File: config.mk
export PLATFORM = sky130hd
export DESIGN_NAME = exit_gate_controller
export DESIGN_NICKNAME = d
export VERILOG_FILES = /design/src/rtl/parking_pkg.sv /design/src/rtl/gate_timer.sv /design/src/rtl/exit_gate_controller.sv
export SDC_FILE = /design/constraint.sdc
export NUM_CORES = 1
export LEC_CHECK = 0
export ABC_AREA = 1
export BUFFER_PORTS_ARGS = -buffer_cell sky130_fd_sc_hd__buf_2
export CAP_MARGIN = 10
export CORE_MARGIN = 4
export CORE_UTILIZATION = 25
export DETAILED_ROUTE_END_ITERATION = 6
export PLACE_DENSITY = 0.45
export REMOVE_ABC_BUFFERS = 1
export SETUP_SLACK_MARGIN = 0.4
export SLEW_MARGIN = 10
export SYNTH_ARGS = -nofsm -noshare
export SYNTH_HDL_FRONTEND = slang
export SYNTH_SLANG_ARGS = --single-unit
export TNS_END_PERCENT = 5
File: constraint.sdc
create_clock -name clk -period 3.6 [get_ports clk]
set_input_delay 0 -clock clk [delete_from_list [all_inputs] [get_ports clk]]
set_output_delay 0 -clock clk [all_outputs]
set_load 0.01 [all_outputs]
File: src/rtl/parking_pkg.sv
// Shared parking-lot definitions: count width, default capacity and the
// exit-gate state encoding used by both the entry-side and exit-side logic.
package parking_pkg;

  localparam int CNT_W = 8;
  localparam logic [CNT_W-1:0] DEFAULT_CAPACITY = 8'd200;

  typedef enum logic [1:0] {
    ST_IDLE,
    ST_OPENING,
    ST_OPEN,
    ST_CLOSING
  } gate_state_t;

  // Bits needed to hold 0..max_val; never less than one bit.
  function automatic int timer_width(input int max_val);
    return (max_val < 2) ? 1 : $clog2(max_val + 1);
  endfunction

endpackage

File: src/rtl/gate_timer.sv
// Loadable down-counter with a zero flag. Load wins over count; the counter
// holds at zero rather than wrapping.
module gate_timer #(
  parameter int WIDTH = 4
) (
  input  logic             clk,
  input  logic             reset,
  input  logic             load,
  input  logic [WIDTH-1:0] load_val,
  input  logic             en,
  output logic [WIDTH-1:0] count,
  output logic             zero
);

  // NOTE: sequential state uses non-blocking (<=) so every register samples
  // the pre-edge values of the others, matching real flip-flop behaviour.
  always_ff @(posedge clk or posedge reset) begin
    if (reset) begin
      count <= '0;
    end else if (load) begin
      count <= load_val;
    end else if (en && (count != '0)) begin
      count <= count - 1'b1;
    end
  end

  assign zero = (count == '0);

endmodule

File: src/rtl/exit_gate_controller.sv
// Exit gate FSM and sole owner of the free-space count (parking_capacity).
// Optional OPEN dwell timeout is enabled by defining EXIT_TIMEOUT_EN.
module exit_gate_controller
  import parking_pkg::*;
#(
  parameter logic [CNT_W-1:0] CAPACITY   = DEFAULT_CAPACITY,
  parameter int               GATE_DELAY = 4
`ifdef EXIT_TIMEOUT_EN
  ,
  parameter int               TIMEOUT_CYCLES = 1000
`endif
) (
  input  logic             clk,
  input  logic             reset,
  input  logic             exit_req,
  input  logic             exit_sensor,
  input  logic             entry_commit,
  output logic [CNT_W-1:0] parking_capacity,
  output logic             gate_open,
  output logic             exit_busy,
  output logic             exit_done,
  output logic             exit_reject,
  output logic             exit_timeout
);

  localparam int GW = timer_width(GATE_DELAY);
  // OPENING counts GATE_DELAY..0 so the gate rises GATE_DELAY+1 edges after
  // the request; CLOSING counts GATE_DELAY-1..0 for GATE_DELAY cycles.
  localparam logic [GW-1:0] OPEN_LOAD  = GW'(GATE_DELAY);
  localparam logic [GW-1:0] CLOSE_LOAD = GW'(GATE_DELAY - 1);

  gate_state_t   state_q, state_d;
  logic          gt_load, gt_zero;
  logic [GW-1:0] gt_val, gt_count;
  logic          done_d, reject_d, timeout_d;
  logic          inc, dec;

  gate_timer #(.WIDTH(GW)) u_delay_timer (
    .clk      (clk),
    .reset    (reset),
    .load     (gt_load),
    .load_val (gt_val),
    .en       ((state_q == ST_OPENING) || (state_q == ST_CLOSING)),
    .count    (gt_count),
    .zero     (gt_zero)
  );

`ifdef EXIT_TIMEOUT_EN
  localparam int DW = timer_width(TIMEOUT_CYCLES);
  localparam logic [DW-1:0] DWELL_LOAD = DW'(TIMEOUT_CYCLES - 1);

  logic [DW-1:0] dwell_count;
  logic          dwell_zero;

  // Armed on entry to OPEN; reaching zero marks TIMEOUT_CYCLES idle cycles.
  gate_timer #(.WIDTH(DW)) u_dwell_timer (
    .clk      (clk),
    .reset    (reset),
    .load     ((state_q == ST_OPENING) && gt_zero),
    .load_val (DWELL_LOAD),
    .en       (state_q == ST_OPEN),
    .count    (dwell_count),
    .zero     (dwell_zero)
  );
`endif

  // NOTE: every signal written here gets a default first, so no path leaves
  // one unassigned and no latch is inferred.
  always_comb begin
    state_d   = state_q;
    gt_load   = 1'b0;
    gt_val    = '0;
    done_d    = 1'b0;
    reject_d  = 1'b0;
    timeout_d = 1'b0;
    case (state_q)
      ST_IDLE: begin
        if (exit_req) begin
          if (parking_capacity < CAPACITY) begin
            state_d = ST_OPENING;
            gt_load = 1'b1;
            gt_val  = OPEN_LOAD;
          end else begin
            reject_d = 1'b1;
          end
        end
      end
      ST_OPENING: begin
        if (gt_zero) state_d = ST_OPEN;
      end
      ST_OPEN: begin
        if (exit_sensor) begin
          done_d  = 1'b1;
          state_d = ST_CLOSING;
          gt_load = 1'b1;
          gt_val  = CLOSE_LOAD;
        end
`ifdef EXIT_TIMEOUT_EN
        else if (dwell_zero) begin
          timeout_d = 1'b1;
          state_d   = ST_CLOSING;
          gt_load   = 1'b1;
          gt_val    = CLOSE_LOAD;
        end
`endif
      end
      ST_CLOSING: begin
        if (gt_zero) state_d = ST_IDLE;
      end
      default: state_d = ST_IDLE;
    endcase
  end

  assign inc = (state_q == ST_OPEN) && exit_sensor;
  assign dec = entry_commit;

  always_ff @(posedge clk or posedge reset) begin
    if (reset) begin
      state_q          <= ST_IDLE;
      parking_capacity <= CAPACITY;
      gate_open        <= 1'b0;
      exit_busy        <= 1'b0;
      exit_done        <= 1'b0;
      exit_reject      <= 1'b0;
    end else begin
      state_q     <= state_d;
      gate_open   <= (state_d == ST_OPEN);
      exit_busy   <= (state_d != ST_IDLE);
      exit_done   <= done_d;
      exit_reject <= reject_d;
      // Simultaneous exit and entry cancel; both ends saturate.
      if (inc && !dec && (parking_capacity < CAPACITY)) begin
        parking_capacity <= parking_capacity + 1'b1;
      end else if (dec && !inc && (parking_capacity != '0)) begin
        parking_capacity <= parking_capacity - 1'b1;
      end
    end
  end

`ifdef EXIT_TIMEOUT_EN
  always_ff @(posedge clk or posedge reset) begin
    if (reset) exit_timeout <= 1'b0;
    else       exit_timeout <= timeout_d;
  end
`else
  assign exit_timeout = 1'b0;
  logic unused_ok;
  assign unused_ok = timeout_d;
`endif

endmodule
==> flow_summary.json <==
{
  "nNetsFinal": 180,
  "critical_path.top_delay_family": "simple AND/OR/NAND/NOR gates",
  "synth.distinct_cells": 26,
  "maxCapViolCount": 0,
  "combPwrFrac_pct": 59.2,
  "critPathMaxFanout": 9,
  "critPathCaptureType": "register",
  "netSwitchingPower_uw": 614,
  "grtUsageTotal_pct": 9.75,
  "dr.pass1.iters": 4,
  "slew_viol_final": 0,
  "timing.slew.headroom_pct": 54.4,
  "synthXorXnorAreaFrac_pct": 5.41,
  "cts_tree": "done",
  "die_w_um": 75.3,
  "clock_latency_ns": 0.25,
  "fin_skew_ns": 0.00162,
  "slowest_delay_ns": 0.42,
  "synth_edf_count": 0,
  "synthAdderAreaFrac_pct": 10.6,
  "cts_root_buffer": "clkbuf_8",
  "drive_gt1_share_pct": 20.0,
  "cts_resized": 0,
  "clk_path_buf_depth": 2,
  "p_seq_share_pct": 29.4,
  "ys_ff_latch": 17,
  "p_int_uw": 682,
  "vias_per_cell": 4.28,
  "initial_core_util_pct": 25.8,
  "outcome": "completed",
  "critPathMostFrequentCell": "nand2_1",
  "regArea_um2": 429,
  "grt_pass1_wl_um": 4310,
  "path_buf_inv": 1,
  "clock-sinks": 17,
  "pre_cts_slack_ns": 1.57,
  "postRouteAntennaNets": 0,
  "required_ns": 3.80,
  "dieArea_um2": 5670,
  "fin_crit_ns": 2.06,
  "synth_top_flop_cell": "dfrtp_1",
  "synth.avg_cell_area_um2": 7.86,
  "arrival_ns": 2.26,
  "grt_max_degree": 18,
  "htreeDepth": 1,
  "hp-class": "input port to register",
  "synth-async-reset-ratio_pct": 100,
  "dp_hpwl_um": 1840,
  "grt_pass1_vias": 965,
  "numPlacedInstances": 211,
  "fin_area_um2": 1340,
  "nFillCells": 485,
  "placed_area_um2": 1270,
  "fin_cells": 217,
  "path_cells": "nor2_2 -> nand2_1 -> nand2_2 -> nand3_4 -> ha_1 -> nand2_1 -> inv_1 -> a21oi_1 -> nand2_1 -> nand2_1 -> nand3_1 -> nand2_1",
  "multi_input_area_um2": 607,
  "setup_slack_ns": 1.54,
  "wl_per_cell_um": 10.8,
  "final-setup-viol-count": 0,
  "synth_top_family_by_area": "simple AND/OR/NAND/NOR gates",
  "cts-buffers-inserted": 3,
  "hold_violations": 0,
  "synthCells": 144,
  "synth_compound_area_share_pct": 6.41,
  "fin_crit_sh_pct": 57.1,
  "netlist_area_um2": 1130,
  "drc": 0,
  "yosys_warnings": 0,
  "syn_to_final_growth_pct": 18.0,
  "yosysSeqAreaShare_pct": 37.9,
  "die_h_um": 75.3,
  "wirelength_um": 2340,
  "vias": 929,
  "tightest_slew_ns": 0.683,
  "clock.fmax_ghz": 0.486,
  "diodes": 0,
  "core_area_um2": 4380,
  "critPathSlowestCell": "dfrtp_1",
  "p_leak_nw": 0.710,
  "grt_antenna_before_repair": 0,
  "placementRows": 24,
  "io_pins": 18,
  "final.setup.tns_ns": 0,
  "vdd_drop_max_mv": 0.377,
  "path_clk_slew_ns": 0.07,
  "rsz0062_at_grt": "false",
  "start_kind": "register",
  "p_per_area_nw_per_um2": 970,
  "grt.overflow.total": 0,
  "synth_simple_gate_area_share_pct": 30.8,
  "port_buffers": 16,
  "p_sw_share_pct": 47.4,
  "path_class": "register to register",
  "muxShareOfSynthArea_pct": 0,
  "place_congestion": 0.755,
  "drt_iter0_markers": 14,
  "clock_power_share_pct": 11.4
}
layout make-up:
type                            instances  share of cell area (%)
Clock buffer                            3                    3.09
Clock inverter                          1                   0.375
Inverter                               23                    6.65
Multi-Input combinational cell        103                    45.4
Sequential cell                        17                    32.1
Tap cell                               52                    4.87
Timing Repair Buffer                   18                    7.49
timing repair:
action	in CTS	in global routing
hold endpoints to repair	15	0
buffers inserted	0	0
hold buffers	2	0
placed cells by master (no fill, tap or decap):
cell and n:
nor2_2 2, ha_1 8, o21ai_1 3, o21bai_1 1
o21ai_4 1, nand3_1 14, nand2_2 3, dfstp_2 3
xnor2_1 2, nand2_1 42, dfrtp_1 14, buf_2 16
inv_1 22, o221ai_1 1, xor2_1 5, nand4_1 2
dlygate4sd3_1 2, nand2_4 1, fa_1 1, a21oi_1 4
clkbuf_8 3, nor2_1 8, clkinv_2 1, nand3_4 1
conb_1 1, o21ai_0 1, nor2_4 1, nand3b_1 1
inv_4 1
worst paths after layout:
path,startpoint,end,slack [ns],cells after the start
setup reg to reg,parking_capacity[5]$_DFFE_PP0P_,parking_capacity[7]$_DFFE_PP1P_,1.54,12
hold reg to reg,parking_capacity[7]$_DFFE_PP1P_,parking_capacity[7]$_DFFE_PP1P_,0.51,2
setup / recovery,parking_capacity[5]$_DFFE_PP0P_,parking_capacity[7]$_DFFE_PP1P_,1.54,12
min in group asynchronous,reset,parking_capacity[1]$_DFFE_PP0P_,0.39,3
hold / removal,exit_sensor,exit_done$_DFF_PP0_,0.02,3
max in group asynchronous,reset,exit_done$_DFF_PP0_,2.78,3
worst min-delay path: stages:
cell and delay, ns:
buf_2 0.11, nand2_2 0.08, nor2_4 0.05
state kept, by name, indices dropped and copies added (netlist names):
signal,cells
gate_open,1
exit_busy,1
exit_done,1
u_delay_timer.count,3
parking_capacity,8
state_q,2
exit_reject,1
cells in the mapped netlist, types with 2 or more instances:
cell type	instances	area share (%)
ha_1	8	8.8
a21oi_1	4	1.8
dfstp_2	3	7.0
xor2_1	5	3.9
o21ai_1	3	1.3
nand2_2	3	1.7
xnor2_1	2	1.5
nand2_1	42	14
inv_1	22	7.3
nor2_1	8	2.7
nor2_2	2	1.1
dfrtp_1	14	31
nand3_1	14	6.2
nand4_1	2	1.1
layer usage:
| layer | global-route usage [%] | wire, um | vias to the layer above |
|---|---|---|---|
| li1 | - | - | 494 |
| met1 | 11.5 | 1090 | 418 |
| met2 | 17.1 | 1070 | 15 |
| met3 | 3.69 | 161 | 2 |
| met4 | 1.75 | 14 | 0 |
| met5 | 0 | 0 | - |
power by group through the flow:
stage,Combinational (mW),Sequential [mW],Clock [mW]
detailed placement,0.774,0.388,0
floorplan,0.580,0.399,0
global placement,0.781,0.386,0
global route,0.918,0.401,0.163
CTS,0.782,0.385,0.156
finish,0.767,0.381,0.148
metrics by stage:
| step | power, mW | hold slack, ns | util, % |
|---|---|---|---|
| after floorplan | 0.979 | -0.0761 | - |
| after global placement | 1.17 | 0.157 | 29.0 |
| after detailed placement | 1.16 | 0.164 | 29.0 |
| after CTS | 1.32 | 0.0164 | 30.5 |
| after global routing | 1.48 | 0.0291 | 30.5 |
| final | 1.30 | 0.0235 | 30.5 |
kinds of logic after synthesis:
| group | after synthesis |
|---|---|
| compound gates | 11 |
| simple gates | 75 |
| other cells | 1 |
| xor+xnor | 7 |
| flops | 17 |
| buf+inv | 24 |
| fa+ha+maj | 9 |
Note: power is estimated with default switching activity, not from simulation.
